File: config.mk
export PLATFORM = sky130hd
export DESIGN_NAME = fixed_divider_flat
export DESIGN_NICKNAME = d
export VERILOG_FILES = /design/src/rtl/fixed_divider_pkg.sv /design/src/rtl/fixed_divider_if.sv /design/src/rtl/fixed_divider_div_step.sv /design/src/rtl/fixed_divider.sv /design/src/flat_wrapper.sv
export SDC_FILE = /design/constraint.sdc
export NUM_CORES = 1
export LEC_CHECK = 0
export CORE_MARGIN = 1.5
export CORE_UTILIZATION = 30
export CTS_BUF_LIST = sky130_fd_sc_hd__clkbuf_16
export DETAILED_ROUTE_END_ITERATION = 16
export PLACE_DENSITY = 0.59
export SYNTH_ARGS = -nofsm -noshare
export SYNTH_HDL_FRONTEND = slang
export SYNTH_SLANG_ARGS = --single-unit
File: constraint.sdc
create_clock -name clk -period 2.74 [get_ports clk]
set_input_delay 0.548 -clock clk [delete_from_list [all_inputs] [get_ports clk]]
set_output_delay 0.548 -clock clk [all_outputs]
set_load 0.02 [all_outputs]
File: src/rtl/fixed_divider_pkg.sv
// Shared constants and FSM encoding for the neuron fixed-point datapath.
// Q12.20 sign-magnitude defaults; the divider derives its widths from these.
package neuron_pkg;
    localparam int N        = 32;
    localparam int INTBITS  = 12;
    localparam int FRACBITS = 20;
    localparam int DIV_W    = N - 1 + FRACBITS;
    localparam int DIV_CW   = $clog2(DIV_W + 1);

    typedef enum logic [1:0] {
        IDLE,
        CALC,
        DONE
    } div_state_t;
endpackage

File: src/rtl/fixed_divider_if.sv
// Start/done handshake bundle between the neuron control logic and the divider.
interface fixed_divider_if #(
    parameter int N = 32
);
    logic         start;
    logic [N-1:0] a;
    logic [N-1:0] b;
    logic         busy;
    logic         done;
    logic [N-1:0] result;
    logic         ovf;
    logic         dz;

    modport master (
        output start, a, b,
        input  busy, done, result, ovf, dz
    );

    modport slave (
        input  start, a, b,
        output busy, done, result, ovf, dz
    );
endinterface

File: src/rtl/fixed_divider_div_step.sv
// One restoring shift-subtract iteration: shift in a dividend bit, subtract if it fits.
module div_step #(
    parameter int n = 32
) (
    input  logic [n-1:0] rem,
    input  logic         bit_in,
    input  logic [n-2:0] b_mag,
    output logic [n-1:0] rem_next,
    output logic         q_bit
);
    logic [n-1:0] shifted;
    logic [n-1:0] divisor;

    always_comb begin
        shifted  = {rem[n-2:0], bit_in};
        divisor  = {1'b0, b_mag};
        q_bit    = (shifted >= divisor);
        rem_next = q_bit ? (shifted - divisor) : shifted;
    end
endmodule

File: src/rtl/fixed_divider.sv
// Sequential sign-magnitude fixed-point divider, one quotient bit per clock.
// Shares the Q-format of the combinational multiplier; start/done handshake.
module fixed_divider
    import neuron_pkg::*;
#(
    parameter int n        = N,
    parameter int intbits  = INTBITS,
    parameter int fracbits = FRACBITS
) (
    input  logic            clk,
    input  logic            rst,
    fixed_divider_if.slave  bus
);
    localparam int W  = n - 1 + fracbits;
    localparam int CW = $clog2(W + 1);

    if (intbits + fracbits != n) begin : g_bad_format
        $error("fixed_divider: intbits + fracbits must equal n");
    end

    div_state_t    state;
    logic [CW-1:0] cnt;
    logic [W-1:0]  dvd;
    logic [W-1:0]  quo;
    logic [n-1:0]  rem;
    logic [n-2:0]  b_mag;
    logic          sign;
    logic          by_zero;

    logic [n-1:0]  rem_next;
    logic          q_bit;
    logic [W-1:0]  quo_next;

    div_step #(.n(n)) u_step (
        .rem      (rem),
        .bit_in   (dvd[W-1]),
        .b_mag    (b_mag),
        .rem_next (rem_next),
        .q_bit    (q_bit)
    );

    assign quo_next = {quo[W-2:0], q_bit};

    always_ff @(posedge clk) begin
        if (rst) begin
            state      <= IDLE;
            cnt        <= '0;
            dvd        <= '0;
            quo        <= '0;
            rem        <= '0;
            b_mag      <= '0;
            sign       <= 1'b0;
            by_zero    <= 1'b0;
            bus.busy   <= 1'b0;
            bus.done   <= 1'b0;
            bus.result <= '0;
            bus.ovf    <= 1'b0;
            bus.dz     <= 1'b0;
        end else begin
            case (state)
                IDLE: begin
                    bus.done <= 1'b0;
                    if (bus.start) begin
                        sign     <= bus.a[n-1] ^ bus.b[n-1];
                        b_mag    <= bus.b[n-2:0];
                        dvd      <= {bus.a[n-2:0], {fracbits{1'b0}}};
                        quo      <= '0;
                        rem      <= '0;
                        bus.busy <= 1'b1;
                        state    <= CALC;
                        // A zero divisor spends a single CALC cycle so its result lands one edge later.
                        by_zero  <= (bus.b[n-2:0] == '0);
                        cnt      <= (bus.b[n-2:0] == '0) ? CW'(1) : CW'(W);
                    end
                end
                CALC: begin
                    rem <= rem_next;
                    quo <= quo_next;
                    dvd <= {dvd[W-2:0], 1'b0};
                    cnt <= cnt - 1'b1;
                    if (cnt == CW'(1)) begin
                        state    <= DONE;
                        bus.done <= 1'b1;
                        if (by_zero) begin
                            bus.result <= {sign, {(n-1){1'b1}}};
                            bus.ovf    <= 1'b1;
                            bus.dz     <= 1'b1;
                        end else begin
                            bus.result <= {sign, quo_next[n-2:0]};
                            bus.ovf    <= |quo_next[W-1:n-1];
                            bus.dz     <= 1'b0;
                        end
                    end
                end
                DONE: begin
                    bus.done <= 1'b0;
                    bus.busy <= 1'b0;
                    state    <= IDLE;
                end
                default: state <= IDLE;
            endcase
        end
    end
endmodule

File: src/flat_wrapper.sv
// flat-port wrapper written by rule: the top's interface ports become plain ports
module fixed_divider_flat import neuron_pkg::*;
#(
    parameter int n        = N,
    parameter int intbits  = INTBITS,
    parameter int fracbits = FRACBITS
)
  (clk, rst, bus_start, bus_a, bus_b, bus_busy, bus_done, bus_result, bus_ovf, bus_dz);
  fixed_divider_if #(.N(32)) bus_i ();
  input  logic clk;
  input  logic rst;
  input wire logic [$bits(bus_i.start)-1:0] bus_start;
  input wire logic [$bits(bus_i.a)-1:0] bus_a;
  input wire logic [$bits(bus_i.b)-1:0] bus_b;
  output wire logic [$bits(bus_i.busy)-1:0] bus_busy;
  output wire logic [$bits(bus_i.done)-1:0] bus_done;
  output wire logic [$bits(bus_i.result)-1:0] bus_result;
  output wire logic [$bits(bus_i.ovf)-1:0] bus_ovf;
  output wire logic [$bits(bus_i.dz)-1:0] bus_dz;
  assign bus_i.start = bus_start;
  assign bus_i.a = bus_a;
  assign bus_i.b = bus_b;
  assign bus_busy = bus_i.busy;
  assign bus_done = bus_i.done;
  assign bus_result = bus_i.result;
  assign bus_ovf = bus_i.ovf;
  assign bus_dz = bus_i.dz;
  fixed_divider #(.n(n), .intbits(intbits), .fracbits(fracbits)) u_core (.clk(clk), .rst(rst), .bus(bus_i));
endmodule
Word-level counts from Yosys, hierarchy flattened. Index checks and enable logic that the tools add are counted. W data, S select, Z words.

Register bits after elaboration: 209. Input bits: 67. Output and inout bits: 36. Logic and storage cells: 55.

Add/sub/neg operators: 2. Order comparisons: 1. Equality and inequality tests: 5. Multiplexer cells: 20. Bitwise operators: 1. Reduce and logical (&&, ||, !) cells: 13.

Operators with widths (count): $pmux W51 S2 (1); $pmux W50 S2 (1); $mux W31 (3); $pmux W31 S2 (1); $mux W51 (1); $mux W50 (1); $ge A32 B31 Y1 (1); $logic_not A31 Y1 (1); $sub A31 B31 Y31 (1); $reduce_or A20 Y1 (1); $mux W6 (2); $pmux W6 S2 (1); $reduce_and A2 Y1 (6); $eq A6 B1 Y1 const B (1); $reduce_bool A2 Y1 (3); $sub A6 B1 Y6 const B (1); $mux W1 (4); $mux W2 (2); $pmux W1 S2 (2); $pmux W2 S2 (1); $eq A2 B1 Y1 const B (1); $eq A2 B2 Y1 const B (1); $logic_not A2 Y1 (1); $ne A2 B1 Y1 const B (1); other kinds (3) (3).

Depth between registers and ports, before layout. Gate-level depths: netlist of run 1.

Word-level depth: 4. Mapped depth: 16. Gate-level depth less buffers: 14.

Modules after synthesis. A second synthesis of run 1 with hierarchy kept.

Cell total of the unflattened synthesis: 1221. Area, all modules: 9654.3 um^2.

Modules (own cells, without submodules): fixed_divider (instances 1, cells an instance 878, area each 7312.0 um^2, sequential area each 3803.6 um^2); div_step (instances 1, cells an instance 343, area each 2342.2 um^2, sequential area each 0.0 um^2).

Least setup slack after synthesis of run 1. No wires, ideal clock.

Path type: register -> register. From: reg u_core.dvd[50]. To: reg u_core.rem[30]. Setup time: 0.116 ns. Arrival time: 2.903 ns. Data required time: 2.624 ns. Setup slack: -0.279 ns. Cell stages (with the launch flop): 15. Path buffers: 0. Period minus slack after synthesis: 3.019 ns. Path through: dfxtp_1 -> inv_1 -> ha_1 -> inv_1 -> fa_1 -> a211oi_2 -> o21ai_2 -> a31oi_4 -> o31ai_4 -> a221oi_4 -> o21bai_4 -> a221oi_4 -> o21ai_2 -> xor2_1 -> a31o_1.

Word-level cells in the longest chain between the ends: 3. Elaborated cells on any way between the ends: 4. Those cells by class: add/sub (1); order compare (1); mux (2).

RTL lines: from (decl) (RTL line fixed_divider.sv:23) `logic [W-1:0] dvd;`; from (signal assigned) (RTL line fixed_divider.sv:66) `dvd <= {bus.a[n-2:0], {fracbits{1'b0}}};`; from (signal assigned) (RTL line fixed_divider.sv:79) `dvd <= {dvd[W-2:0], 1'b0};`; $sub A31 B31 Y31 / $ge A32 B31 Y1 (equally long branches) (RTL line fixed_divider_div_step.sv:18, fixed_divider_div_step.sv:17); $mux W31 * (RTL line fixed_divider_div_step.sv:18) `rem_next = q_bit ? (shifted - divisor) : shifted;`; $pmux W31 S2 * (RTL line fixed_divider.sv:60) `case (state)`; to (signal assigned) (RTL line fixed_divider.sv:77) `rem <= rem_next;`; to (decl) (RTL line fixed_divider.sv:25) `logic [n-1:0] rem;`.

Every way passes the cells marked *; elsewhere a longest branch is shown, timed or not. A chain may end at the register's enable or synchronous reset.

Worst setup path after layout of run 1. Same ends and word-level chain as after synthesis.

==> metrics.cfg, run 1 <==
[setup_path]
startpoint_type = register
rr_endpoint = u_core.rem[30]
crit_family = compound AO/OA/AOI/OAI gates
reg2reg_slack_ns = -0.1
critPathMaxStageDelay_ns = 0.37
critPathKind = register to register
crit_required_ns = 3.08
crit_chain = inv_2 > ha_4 > inv_2 > fa_2 > a211oi_4 > o21ai_2 > a31oi_4 > o31ai_4 > a221oi_4 > o21bai_4 > a221oi_4 > o21ai_2 > xor2_1 > a31o_1
rr_startpoint = u_core.dvd[50]
arrival_ns = 3.18
worstRegToRegCells = 14
path_buf_inv = 2
end_kind = register
startpoint = u_core.dvd[50]
crit_path_max_fanout = 3
slowest_stage = fa_2

[floorplanning]
die_w_um = 175
chipHeight_um = 175
die-area_mm2 = 0.0306
start_util = 0.307
core_mm2 = 0.0289
num_rows = 62
io_pins = 103

[routing]
detail_route.wl_per_cell_um = 14.2
vias = 8235
route.met2.wl_um = 11600
drtIter0Drc = 484
post-route-drc-count = 0
wirelength_met1_um = 11200
topRoutingLayerUsed = met4
drtAntennaViolNets = 0
vias_per_cell = 4.93
routed-wl-met3_um = 638
routed_wl_um = 23700
drt_pass1_iterations = 4

[timing]
clock_skew_ns = 0.0207
relSlewSlack = 0.465
fin_ws_ns = -0.0977
fmax_mhz = 352
setup_viol = 3
period_share = 1.04
worst_pin_slew_ns = 0.802
final_max_slew_viol_count = 0
grt_setup_unrepaired = true
period_needed_ns = 2.84
hold_viol_final = 0

[global_route]
grtUsageTotal = 0.155
grt_pass1_wl_um = 39100
grt_pass1_vias = 7981
grt_remaining_overflow = 0
grt_max_degree = 112
antenna_found_initial = 0

[finish]
finalInstanceArea_mm2 = 0.0118
syn2layout_area_growth_pct = 33.0
num-fill-cells = 2901
drive_above_1_share = 0.146
diodes = 0
seq_area_mm2 = 0.00379
multi_input_area_mm2 = 0.00487
nets = 1373

[outcome]
violations = setup timing
run_status = finished, violations left

[clock_tree]
cts-htree-levels = 4
holdBufCountCts = 0
clock_sink_count = 189
cts_buffer_depth = 2
cts_tree = done
clk_latency_ns = 0.45
numCtsBuffers = 17
clk_pin_slew_ns = 0.08
root_buffer = clkbuf_16

[hold_path]
hold_depth = 2
worstHoldStart = u_core.b_mag[8]
holdCritPathClass = register to register
holdPathEnd = u_core.b_mag[8]

[logic_synthesis]
ys.flop_type = dfxtp_1
syn_area_mm2 = 0.00888
syn_inst = 1142
syn_nets = 1243
async_flop_share = 0
syn_avg_cell_area_um2 = 7.78
seq_area_frac_synth = 0.426
synth_enable_flop_cells = 0
ys_types = 63
ys_ff_latch = 189
yosys_warnings = 0

[placement]
hpwl_um = 15500
gp_congestion = 0.831
port_buffers = 102
dp_slack_ns = -0.133
place_area_mm2 = 0.0107

[run]
max-cap-violations = 0

[power]
peakVddDrop_v = 0.000711
p_per_area_mw_per_mm2 = 1180
p_leak_uw = 0.00444

cell usage in the layout, fill, tap and decap left out, types with 6 or more instances in the layout:
cell and instances:
nand4_1 10, a21oi_1 102, mux2i_1 21, clkbuf_16 21, nor3_1 68, nor4_1 42, a21o_1 14, buf_12 9
xnor2_1 16, nand2_1 174, dfxtp_1 186, inv_1 36, nand3_1 60, xor2_1 11, o21ai_2 10, buf_4 68
ha_1 26, inv_12 6, a211oi_1 6, clkdlybuf4s50_1 101, o21ai_0 13, o21ai_1 30, nor2_1 152, ha_4 6
Yosys cell counts, types with 3 or more instances:
cell type	instances	area, µm²
a211oi_1	7	52.6
a21o_1	14	105
a21oi_1	105	526
a31oi_1	4	25.0
buf_1	5	18.8
buf_6	5	56.3
clkbuf_1	64	240
dfxtp_1	189	3780
ha_1	33	413
inv_1	39	146
mux2i_1	21	210
nand2_1	176	661
nand3_1	61	305
nand4_1	10	62.6
nor2_1	157	589
nor3_1	70	350
nor4_1	43	269
o21a_1	4	30.0
o21ai_0	19	95.1
o21ai_1	32	160
or4_1	3	22.5
xnor2_1	17	149
xor2_1	11	96.3
worst register-to-register path, cell delays in order (launching register included):
cell and delay (ns):
dfxtp_2 0.32, inv_2 0.06, ha_4 0.13, inv_2 0.03, fa_2 0.37, a211oi_4 0.25, o21ai_2 0.09, a31oi_4 0.21
o31ai_4 0.09, a221oi_4 0.36, o21bai_4 0.10, a221oi_4 0.28, o21ai_2 0.09, xor2_1 0.14, a31o_1 0.21
worst max path at each step:
stage | endpoint | slack (ns) | cells past startpoint
3_3_place_gp | u_core.rem[30] | -0.06 | 14
6_report | u_core.rem[30] | -0.1 | 14
5_1_grt | u_core.rem[30] | -0.24 | 14
2_1_floorplan | u_core.rem[30] | -0.08 | 14
3_5_place_dp | u_core.rem[30] | -0.13 | 14
4_1_cts | u_core.rem[30] | -0.09 | 14
stage by stage:
step	instances	util	setup TNS (ns)	hold WS, ns	total power (µW)
after global routing	1669	0.408	-3.17	0.480	14900
final	1669	0.408	-0.161	0.458	14000
after CTS	1657	0.394	-0.198	0.459	12300
after global placement	1620	0.369	-0.130	0.445	9400
after floorplan	1142	-	-0.0773	0.432	7630
after detailed placement	1620	0.369	-0.394	0.448	9440
per-layer routing:
layer | up-vias | track usage
met5 | - | 0
met4 | 0 | 0.0438
met1 | 3897 | 0.199
li1 | 4195 | -
met2 | 122 | 0.265
met3 | 21 | 0.0268
state kept, by name, indices dropped and copies added, names as in the netlist, 2 cells and up:
name               count
u_core.quo            50
u_core.dvd            31
u_core.state           2
u_core.cnt             6
u_core.rem            31
u_core.b_mag          31
u_core.bus.result     32
kinds of logic (layout without fill, tap and decap cells):
family / after synthesis / in the layout / synth area share
AOI/OAI and AO/OA: 215 / 215 / 0.149
adders and majority gates: 34 / 34 / 0.0487
buffers and inverters: 116 / 259 / 0.0542
muxes: 23 / 23 / 0.0262
xor gates and xnor gates: 28 / 28 / 0.0276
DFF: 189 / 189 / 0.426
and+or+nand+nor: 537 / 537 / 0.268
report_power, final:
| group | leakage [µW] | internal, µW | total [µW] | switching [µW] |
|---|---|---|---|---|
| clock | 0.000314 | 1310 | 2690 | 1380 |
| sequential | 0.00154 | 3020 | 3220 | 199 |
| combinational | 0.00258 | 4340 | 8060 | 3710 |
| total | 0.00444 | 8670 | 14000 | 5290 |
timing repair:
action,in CTS,in global routing
gates cloned,0,5
endpoints found under the hold margin,0,0
buffers inserted,5,8
setup endpoints to repair,8,33
resized for setup,12,51
pin swaps,5,16
area by class of cell:
cell class	count	share of cell area
Inverter	39	0.0124
Sequential cell	189	0.321
Tap cell	384	0.0407
Clock inverter	15	0.0194
Timing Repair Buffer	188	0.159
Multi-Input combinational cell	837	0.412
Clock buffer	17	0.0360
No activity file was read; power rests on OpenSTA's default activity.
==> run 2, diff against run 1 <==
Settings changed: HOLD_SLACK_MARGIN set to 0.12, PLACE_DENSITY 0.59 to 0.57.
Clock period 2.74 ns to 2.98 ns, I/O delays scaled along.
==> metrics.cfg, run 2 (synthesis results as in run 1) <==
[outcome]
run_status = complete, no violations

[floorplanning]
die-area_mm2 = 0.0306
chipHeight_um = 175
start_util = 0.307
die_w_um = 175
num_rows = 62
io_pins = 103
core_mm2 = 0.0289

[global_route]
grt_pass1_vias = 7713
grt_max_degree = 90
grt_remaining_overflow = 0
grt_pass1_wl_um = 38300
grtUsageTotal = 0.152
antenna_found_initial = 0

[finish]
largest_register_ffs = 50
diodes = 0
syn2layout_area_growth_pct = 25.9
regMostFlops = u_core.quo
finalInstanceArea_mm2 = 0.0112
reg.largest.list = u_core.quo: 50 flops, u_core.bus.result: 32 flops
final_common_cell = dfxtp_1
nets = 1333
drive_above_1_share = 0.0964
final_cell_mix = dfxtp_1 (186), nand2_1 (176), nor2_1 (155)

[setup_path]
crit_required_ns = 3.31
rr_startpoint = u_core.dvd[50]
end_kind = register
crit_path_max_fanout = 2
arrival_ns = 3.20
critPathKind = register to register
crit_chain = inv_2 > ha_4 > inv_2 > fa_2 > a211oi_2 > o21ai_2 > a31oi_4 > o31ai_4 > a221oi_4 > o21bai_4 > a221oi_4 > o21ai_2 > xor2_1 > a31o_1
critPathMaxStageDelay_ns = 0.34
rr_endpoint = u_core.rem[30]
startpoint_type = register
slowest_stage = fa_2
reg2reg_slack_ns = 0.11
worstRegToRegCells = 14

[placement]
port_buffers = 102
place_area_mm2 = 0.0104
gp_congestion = 0.815
hpwl_um = 14900

[timing]
whs_ns = 0.448
fmax_mhz = 349
grt_setup_unrepaired = true
period_share = 0.962
clock_skew_ns = 0.0154
final_max_slew_viol_count = 0
period_needed_ns = 2.87
setup_viol = 0
hold_viol_final = 0
worst_pin_slew_ns = 0.863
relSlewSlack = 0.425

[hold_path]
worstHoldStart = rst
holdCritPathClass = input port to register
holdPathEnd = u_core.b_mag[29]
hold_depth = 2

[run]
max-cap-violations = 0

[clock_tree]
cts-htree-levels = 4
cts_buffer_depth = 2
clk_pin_slew_ns = 0.08
cts_tree = done
clk_latency_ns = 0.45
numCtsBuffers = 17
holdBufCountCts = 0
clock_sink_count = 189
root_buffer = clkbuf_16

[routing]
vias = 7983
detail_route.wl_per_cell_um = 13.9
routed_wl_um = 22600
vias_per_cell = 4.90
drtAntennaViolNets = 0
drtIter0Drc = 483
drt_pass1_iterations = 4
post-route-drc-count = 0

[power]
p_per_area_mw_per_mm2 = 985
peakVddDrop_v = 0.00103
p_leak_uw = 0.00416

run 2: timing repair:
item	in CTS	in global routing
pin swaps	4	6
setup endpoints to repair	2	32
setup buffers	2	4
gates resized for setup	1	18
run 2: how the worst max path moves through the flow:
stage,to,cells past startpoint,start,slack [ns]
finish,u_core.rem[30],14,u_core.dvd[50],0.11
global route,u_core.rem[23],13,u_core.b_mag[12],-0.05
CTS,u_core.rem[30],13,u_core.b_mag[1],0.02
detailed placement,u_core.rem[30],13,u_core.b_mag[1],-0.004
global placement,u_core.rem[29],14,u_core.b_mag[1],0.04
floorplan,u_core.rem[30],14,u_core.dvd[50],0.01
run 2: where the power goes:
part	leakage (µW)	internal [µW]	switching (µW)
clock	0.000320	1210	1300
sequential	0.00154	2780	174
combinational	0.00230	2750	2820
run 2: layer usage:
metal / global-route usage / up-vias / routed length, µm
met4: 0.0356 / 0 / 195
met1: 0.193 / 3766 / 10600
met3: 0.0244 / 13 / 530
li1: - / 4109 / -
met2: 0.267 / 95 / 11300
met5: 0 / - / 0
run 2: area by class of cell:
cell class              instances  area (µm²)
clock buffers                  17         425
clock inverters                15         239
fillers                      2973       17700
inverters                      39         146
multi-input cells             837        4690
flip-flops and latches        189        3790
well taps                     384         480
repair buffers                148        1410
run 2: metrics by stage:
stage               setup WS, ns  setup TNS [ns]  total power [µW]  utilization  instances
floorplan                 0.0101               0              7020            -       1142
CTS                       0.0218               0             11000        0.384       1625
global placement          0.0430               0              8330        0.360       1591
global route             -0.0512          -0.175             11800        0.387       1629
detailed placement      -0.00370        -0.00370              8380        0.360       1591
finish                     0.114               0             11000        0.387       1629
run 2: worst max-delay path: cells and delay by family, from the launching register on:
family	cells	cell delay [ns]
adders and majority gates	2	0.47
xor gates and xnor gates	1	0.14
DFF	1	0.33
AOI/OAI and AO/OA	9	1.73
buffers and inverters	2	0.09
